File: src/rtl/wb_interconnect.sv
// Single-master, N-slave pipelined Wishbone B4 interconnect; one outstanding transaction.
// Define WB_IC_TIMEOUT_EN to enable the watchdog that turns a hung slave into a bus error.
module wb_interconnect #(
  parameter int                         NUM_SLAVES = 2,
  parameter logic [NUM_SLAVES*32-1:0]   SLV_PREFIX = {32'h8000_0000, 32'h0000_0000},
  parameter logic [NUM_SLAVES*32-1:0]   SLV_MASK   = {32'hFFFF_8000, 32'hFFFF_8000},
  parameter int                         TIMEOUT    = 255
) (
  input  logic                    clk,
  input  logic                    rst,
  input  logic                    m_cyc_i,
  input  logic                    m_stb_i,
  input  logic                    m_we_i,
  input  logic [31:0]             m_adr_i,
  input  logic [3:0]              m_sel_i,
  input  logic [31:0]             m_dat_i,
  output logic [31:0]             m_dat_o,
  output logic                    m_ack_o,
  output logic                    m_err_o,
  output logic                    m_stall_o,
  output logic [NUM_SLAVES-1:0]   s_cyc_o,
  output logic [NUM_SLAVES-1:0]   s_stb_o,
  output logic                    s_we_o,
  output logic [31:0]             s_adr_o,
  output logic [3:0]              s_sel_o,
  output logic [31:0]             s_dat_o,
  input  logic [NUM_SLAVES*32-1:0] s_dat_i,
  input  logic [NUM_SLAVES-1:0]   s_ack_i,
  input  logic [NUM_SLAVES-1:0]   s_err_i,
  input  logic [NUM_SLAVES-1:0]   s_stall_i
);

  localparam int IW = (NUM_SLAVES > 1) ? $clog2(NUM_SLAVES) : 1;

  typedef enum logic [1:0] {ST_IDLE, ST_REQ, ST_WAIT, ST_DERR} state_t;

  state_t                r_state, w_next;
  logic [IW-1:0]         r_tgt, w_idx;
  logic                  w_hit, w_accept;
  logic                  r_we;
  logic [31:0]           r_adr, r_wdat, r_mdat;
  logic [3:0]            r_sel;
  logic                  r_ack, r_err;
  logic                  w_set_ack, w_set_err;
  logic                  w_t_ack, w_t_err, w_t_stall;
  logic [31:0]           w_t_dat;
  logic [NUM_SLAVES-1:0] w_oh;
  logic                  w_wdt_exp;
  logic                  w_busy;

  // Scan downward so the lowest-index hitting window wins on overlap.
  always_comb begin
    w_hit = 1'b0;
    w_idx = '0;
    for (int k = NUM_SLAVES - 1; k >= 0; k--) begin
      if ((m_adr_i & SLV_MASK[k*32 +: 32]) == SLV_PREFIX[k*32 +: 32]) begin
        w_hit = 1'b1;
        w_idx = IW'(k);
      end
    end
  end

  always_comb begin
    w_oh        = '0;
    w_oh[r_tgt] = 1'b1;
  end

  assign w_t_ack   = s_ack_i[r_tgt];
  assign w_t_err   = s_err_i[r_tgt];
  assign w_t_stall = s_stall_i[r_tgt];
  assign w_t_dat   = s_dat_i[{r_tgt, 5'b0} +: 32];
  assign w_accept  = m_cyc_i & m_stb_i & (r_state == ST_IDLE);
  assign w_busy    = (r_state == ST_REQ) || (r_state == ST_WAIT);

`ifdef WB_IC_TIMEOUT_EN
  localparam int CW = $clog2(TIMEOUT + 1);
  logic [CW-1:0] r_wdt;

  // Saturating: once expired it stays at TIMEOUT until the next acceptance.
  always_ff @(posedge clk or posedge rst) begin
    if (rst)
      r_wdt <= '0;
    else if (w_accept)
      r_wdt <= '0;
    else if (w_busy && (r_wdt != CW'(TIMEOUT)))
      r_wdt <= r_wdt + 1'b1;
  end

  assign w_wdt_exp = (r_wdt == CW'(TIMEOUT));
`else
  assign w_wdt_exp = 1'b0;
`endif

  always_comb begin
    w_next    = r_state;
    w_set_ack = 1'b0;
    w_set_err = 1'b0;
    unique case (r_state)
      ST_IDLE: begin
        if (w_accept) begin
          w_next    = w_hit ? ST_REQ : ST_DERR;
          w_set_err = ~w_hit;
        end
      end
      ST_REQ: begin
        if (!m_cyc_i) begin
          w_next = ST_IDLE;
        end else if (!w_t_stall && w_t_err) begin
          w_next    = ST_IDLE;
          w_set_err = 1'b1;
        end else if (!w_t_stall && w_t_ack) begin
          w_next    = ST_IDLE;
          w_set_ack = 1'b1;
        end else if (w_wdt_exp) begin
          w_next    = ST_DERR;
          w_set_err = 1'b1;
        end else if (!w_t_stall) begin
          w_next = ST_WAIT;
        end
      end
      ST_WAIT: begin
        if (!m_cyc_i) begin
          w_next = ST_IDLE;
        end else if (w_t_err) begin
          w_next    = ST_IDLE;
          w_set_err = 1'b1;
        end else if (w_t_ack) begin
          w_next    = ST_IDLE;
          w_set_ack = 1'b1;
        end else if (w_wdt_exp) begin
          w_next    = ST_DERR;
          w_set_err = 1'b1;
        end
      end
      ST_DERR: w_next = ST_IDLE;
      default: w_next = ST_IDLE;
    endcase
  end

  always_ff @(posedge clk or posedge rst) begin
    if (rst) begin
      r_state <= ST_IDLE;
      r_tgt   <= '0;
      r_we    <= 1'b0;
      r_adr   <= '0;
      r_sel   <= '0;
      r_wdat  <= '0;
      r_mdat  <= '0;
      r_ack   <= 1'b0;
      r_err   <= 1'b0;
    end else begin
      r_state <= w_next;
      r_ack   <= w_set_ack;
      r_err   <= w_set_err;
      if (w_accept) begin
        r_tgt  <= w_idx;
        r_we   <= m_we_i;
        r_adr  <= m_adr_i;
        r_sel  <= m_sel_i;
        r_wdat <= m_dat_i;
      end
      if (w_set_ack && !r_we)
        r_mdat <= w_t_dat;
    end
  end

  // Slave qualifiers decode straight from state so reset drops them asynchronously.
  assign s_cyc_o   = w_busy ? w_oh : '0;
  assign s_stb_o   = (r_state == ST_REQ) ? w_oh : '0;
  assign s_we_o    = r_we;
  assign s_adr_o   = r_adr;
  assign s_sel_o   = r_sel;
  assign s_dat_o   = r_wdat;
  assign m_dat_o   = r_mdat;
  assign m_ack_o   = r_ack;
  assign m_err_o   = r_err;
  assign m_stall_o = (r_state != ST_IDLE);

endmodule

File: config.mk
export PLATFORM = sky130hd
export DESIGN_NAME = wb_interconnect
export DESIGN_NICKNAME = d
export VERILOG_FILES = /design/src/rtl/wb_interconnect.sv
export SDC_FILE = /design/constraint.sdc
export NUM_CORES = 1
export LEC_CHECK = 0
export CORE_ASPECT_RATIO = 0.7
export CORE_MARGIN = 4
export CORE_UTILIZATION = 39
export CTS_CLUSTER_SIZE = 24
export DETAILED_ROUTE_END_ITERATION = 10
export PLACE_DENSITY = 0.78
export SKIP_CTS_REPAIR_TIMING = 1
export SLEW_MARGIN = 20
export SYNTH_ARGS = -nofsm -noshare
export SYNTH_HDL_FRONTEND = slang
export SYNTH_SLANG_ARGS = --single-unit
export TNS_END_PERCENT = 50
File: constraint.sdc
create_clock -name clk -period 4.1 [get_ports clk]
set_input_delay 0.41 -clock clk [delete_from_list [all_inputs] [get_ports clk]]
set_output_delay 0.41 -clock clk [all_outputs]
set_load 0.1 [all_outputs]
# After elaboration in Yosys (flattened, before gate mapping)
# Index checks and enable logic that the tools add are counted.
[op_classes]
n_bitwise = 3
n_mux = 36
reduce_logical = 11
shifts = 1
eq_ne = 7
order_cmp = 2
[op_table]
columns = ["operator", "count"]
rows = [
  ["64-bit by 7-bit variable part select with 32-bit output", 1],
  ["32-bit logical NOT", 1],
  ["2-bit two-way mux", 11],
  ["1-bit two-way mux", 21],
  ["17-bit equality test (second input constant)", 1],
  ["2-bit one-hot mux with 4 select lines", 1],
  ["5-bit by 3-bit inequality test with 1-bit output (second input constant)", 1],
  ["2-bit equality test (second input constant)", 2],
  ["1-bit logical AND", 4],
  ["4-bit inequality test (second input constant)", 1],
  ["1-bit one-hot mux with 3 select lines", 1],
  ["3-bit AND reduction", 1],
  ["1-bit AND", 2],
  ["2-bit by 1-bit equality test with 1-bit output (second input constant)", 1],
  ["1-bit logical NOT", 2],
  ["2-bit logical NOT", 1],
  ["1-bit by 2-bit less-than comparator with 1-bit output (second input constant)", 1],
  ["2-bit inequality test (second input constant)", 1],
  ["1-bit one-hot mux with 2 select lines", 1],
  ["2-bit nonzero test", 1],
  ["1-bit demux with 1-bit select", 1],
  ["1-bit greater-or-equal comparator (second input constant)", 1],
  ["1-bit logical OR", 1],
  ["1-bit inverter", 1],
]
[totals]
out_inout_bits = 108
ff_bits = 106
in_bits = 143

# Logic depth before layout (Yosys ltp)
[logic_depth]
word_depth = 9
mapped_depth = 7
ltp_nobuf = 6

# Worst setup path before layout
# No wires, ideal clock.
[synth_timing]
path_type = "reg2out"
from = "register r_tgt"
to = "output s_cyc_o[0]"
arrival_ps = 2213
stages_incl_launch_ff = 5
path_slack_ps = 1477
cell_sequence = "dfrtp_1 -> buf_6 -> buf_2 -> buf_1 -> nor2b_1"
[synth_between]
elab_chain_cells = 5
[synth_lines]
columns = ["element", "line", "rtl"]
rows = [
  ["from (decl)", "38", "logic [IW-1:0] r_tgt, w_idx;"],
  ["from (signal assigned)", "156", "r_tgt <= w_idx;"],
  ["1-bit by 2-bit less-than comparator with 1-bit output (implied by the code) / 1-bit greater-or-equal comparator (equally long branches)", "65", "w_oh[r_tgt] = 1'b1;"],
  ["1-bit logical AND (implied by the code)", "65", ""],
  ["1-bit two-way mux (implied by the code)", "65", ""],
  ["1-bit demux with 1-bit select (*)", "65", ""],
  ["2-bit two-way mux (*)", "168", "assign s_cyc_o = w_busy ? w_oh : '0;"],
  ["to (decl)", "21", "output logic [NUM_SLAVES-1:0] s_cyc_o,"],
]
# Every way passes the cells marked *; elsewhere a longest branch is shown, timed or not.

# Final worst setup path
[layout_timing]
from = "register r_tgt"
to = "output s_stb_o[1]"
[layout_between]
elab_chain_cells = 5
[layout_lines]
columns = ["element", "line", "rtl"]
rows = [
  ["1-bit by 2-bit less-than comparator with 1-bit output (implied by the code) / 1-bit greater-or-equal comparator (equally long branches)", "65", ""],
  ["1-bit logical AND (implied by the code)", "65", ""],
  ["1-bit two-way mux (implied by the code)", "65", ""],
  ["1-bit demux with 1-bit select (*)", "65", ""],
  ["2-bit two-way mux (*)", "169", "assign s_stb_o = (r_state == ST_REQ) ? w_oh : '0;"],
  ["to (decl)", "22", "output logic [NUM_SLAVES-1:0] s_stb_o,"],
]
# Marks and branches as above.

==> out/qor.txt <==
Outcome: finished, final reports clean
Wire per inst: 16.2 um
Dpl hpwl: 10500 um
CP startpoint kind: flip-flop
Row cnt: 32
Slew Limit Fails: 0
Placement Cell Area: 7210 um2
Initial antenna violation count: 0
Layout area overhead: 63.6%
Area of the multi-input gates: 1820 um2
CTS root buf: clkbuf_16
# H-tree levels: 3
Layout Skew: 6.73 ps
Syn_nets: 590
TritonCTS Buffers: 9
Syn Inst Count: 442
CTS sink cnt: 106
Synth Cell Area: 4590 um2
Vias: 3914
Antenna Cells: 0
Vias/cell: 4.64
Final ANT Viol Nets: 0
Die Span Y: 98.7 um
Setup TNS Final: 0 ps
Worst EP arrival: 2660 ps
Total Die Area: 13600 um2
CTS tree: yes
Register area: 2650 um2
GRT Residual Overflow: 0
1st-iter DRT viols: 106
Starting density of the core: 0.408
Delay-heaviest family, CP: buffers and inverters
Library cells used by synthesis: 27
Mean Syn Cell Area: 10.4 um2
Final Non-Filler Cells: 843
WP buf/inv: 1
Clock Tree Buf Depth: 2
Tcrit/Tclk final: 0.749
Number of global-route vias before repair: 4258
Fmax: 0.326 GHz
Reg-to-Reg Start: r_tgt
Layout cells sized above 1: 0.129
Worst r2r dst: m_dat_o[21]
Slowest cell on crit path: clkdlybuf4s50_1
Worst-path clk slew: 70 ps
Pin slew with the least headroom to its limit: 1020 ps
Max-slew headroom: 0.315
Kind of critical path: flip-flop to output port
Most frequent cells in the layout: clkdlybuf4s50_1 (250), nand2_1 (212), dfrtp_1 (105)
Tmin final: 3070 ps
Setup Viol. Count Final: 0
Fill cells: 896
Critical path, cell by cell: and2_1, clkdlybuf4s50_1
Clock latency on the worst-skew pair: 340 ps
Max Cap Viol: 0
Ys Warns: 0
WHS Path Cells: 2
Worst reg2reg setup slack: 1420 ps
Worst Path Max Fanout: 42
Most common cell after layout, fill and taps aside: clkdlybuf4s50_1
CP startpoint: r_tgt
First drt pass iteration count: 4
Residual DRC: 0
Final wirelength: 13600 um
GP Congestion: 0.785
Largest net degree at the start of global routing: 85
First-pass GRT wire length: 21400 um
Placed cell count: 827
Hold Crit Class: flip-flop to flip-flop
Overall routing resource usage: 0.201
Critical Path Sink Type: output port
Critical Path Sink: s_stb_o[1]
Final #Nets: 833
R2r worst-path depth: 5
Post-synthesis sequential area ratio: 0.578
Seq cells post-synth: 106
Port Buffers: 250
Die width: 138 um
Fin area: 7500 um2
CP Depth: 2
Critical path required time: 3690 ps
Core ar.: 11300 um2
CP max stage delay: 1130 ps
Ports: 251
RSZ-0062 raised after global routing: false
Final hold vios: 0
stage by stage:
stage,hold WS (ps),utilization,setup slack [ps]
2_1_floorplan,515,-,901
3_3_place_gp,457,0.641,1400
3_5_place_dp,462,0.641,1370
4_1_cts,478,0.667,989
5_1_grt,494,0.667,918
6_report,472,0.667,1030
flip-flops by register name (all words and copies together) (netlist names):
signal / flops
m_ack_o: 1
r_tgt: 1
s_sel_o: 4
s_dat_o: 32
s_adr_o: 32
m_dat_o: 32
s_we_o: 1
m_err_o: 1
r_state: 2
worst reg2reg max path, delay by kind of cell (launching register included):
kind | cells | cell delay (ps)
AO/OA/AOI/OAI | 1 | 160
flip-flops | 1 | 930
multiplexers | 2 | 800
buffers and inverters | 1 | 400
AND/OR/NAND/NOR | 1 | 270
synthesized netlist by cell type:
cell type	count	area, um2
a21oi_1	1	5.00
and2_1	2	12.5
buf_1	1	3.75
buf_2	1	5.00
buf_6	4	45.0
clkbuf_1	16	60.1
dfrtp_1	106	2650
ha_1	5	62.6
inv_1	4	15.0
mux2_1	1	11.3
mux2_2	66	743
mux2i_1	2	20.0
nand2_1	212	796
nand2b_1	1	6.26
nand3_1	1	5.00
nand3b_1	1	7.51
nand4_1	1	6.26
nor2_1	1	3.75
nor2b_1	2	12.5
nor3_1	2	10.0
nor3b_1	2	15.0
nor4_1	4	25.0
nor4_4	1	21.3
o211ai_1	2	15.0
o211ai_2	1	12.5
o21ai_0	1	5.00
o2bb2ai_1	1	8.76
layer usage:
layer	vias to the layer above	GRT usage	wire length [um]	part of all wire
met1	1826	0.217	4920	0.36
met2	167	0.347	6690	0.49
met5	-	0	0	0
met3	17	0.108	1810	0.13
met4	0	0.0483	192	0.014
li1	1904	-	-	-
cell type report:
cell class,instances,area share
clock buffer,12,0.0315
clock inverter,4,0.00700
inverter,4,0.00267
multi-input combinational,310,0.242
sequential,106,0.354
tap,153,0.0255
timing repair buffer,254,0.338
worst min path at each step:
stage | start | to
CTS | s_dat_o[12] | s_dat_o[12]
floorplan | m_adr_i[0] | s_adr_o[0]
detailed placement | s_dat_o[5] | s_dat_o[5]
global route | s_adr_o[7] | s_adr_o[7]
global placement | s_adr_o[12] | s_adr_o[12]
finish | s_dat_o[5] | s_dat_o[5]
cell families (layout without fill, tap and decap cells):
group	count (synthesis)	count (layout)	synth area share
DFF	106	106	0.578
buffers and inverters	26	274	0.0281
AOI/OAI and AO/OA	6	6	0.0101
muxes	69	69	0.169
and+or+nand+nor	230	230	0.201
adders and majority gates	5	5	0.0136
Power is left out: the tool's default activity adds up to more than one toggle a clock period on the data nets, which glitch-free logic cannot reach.
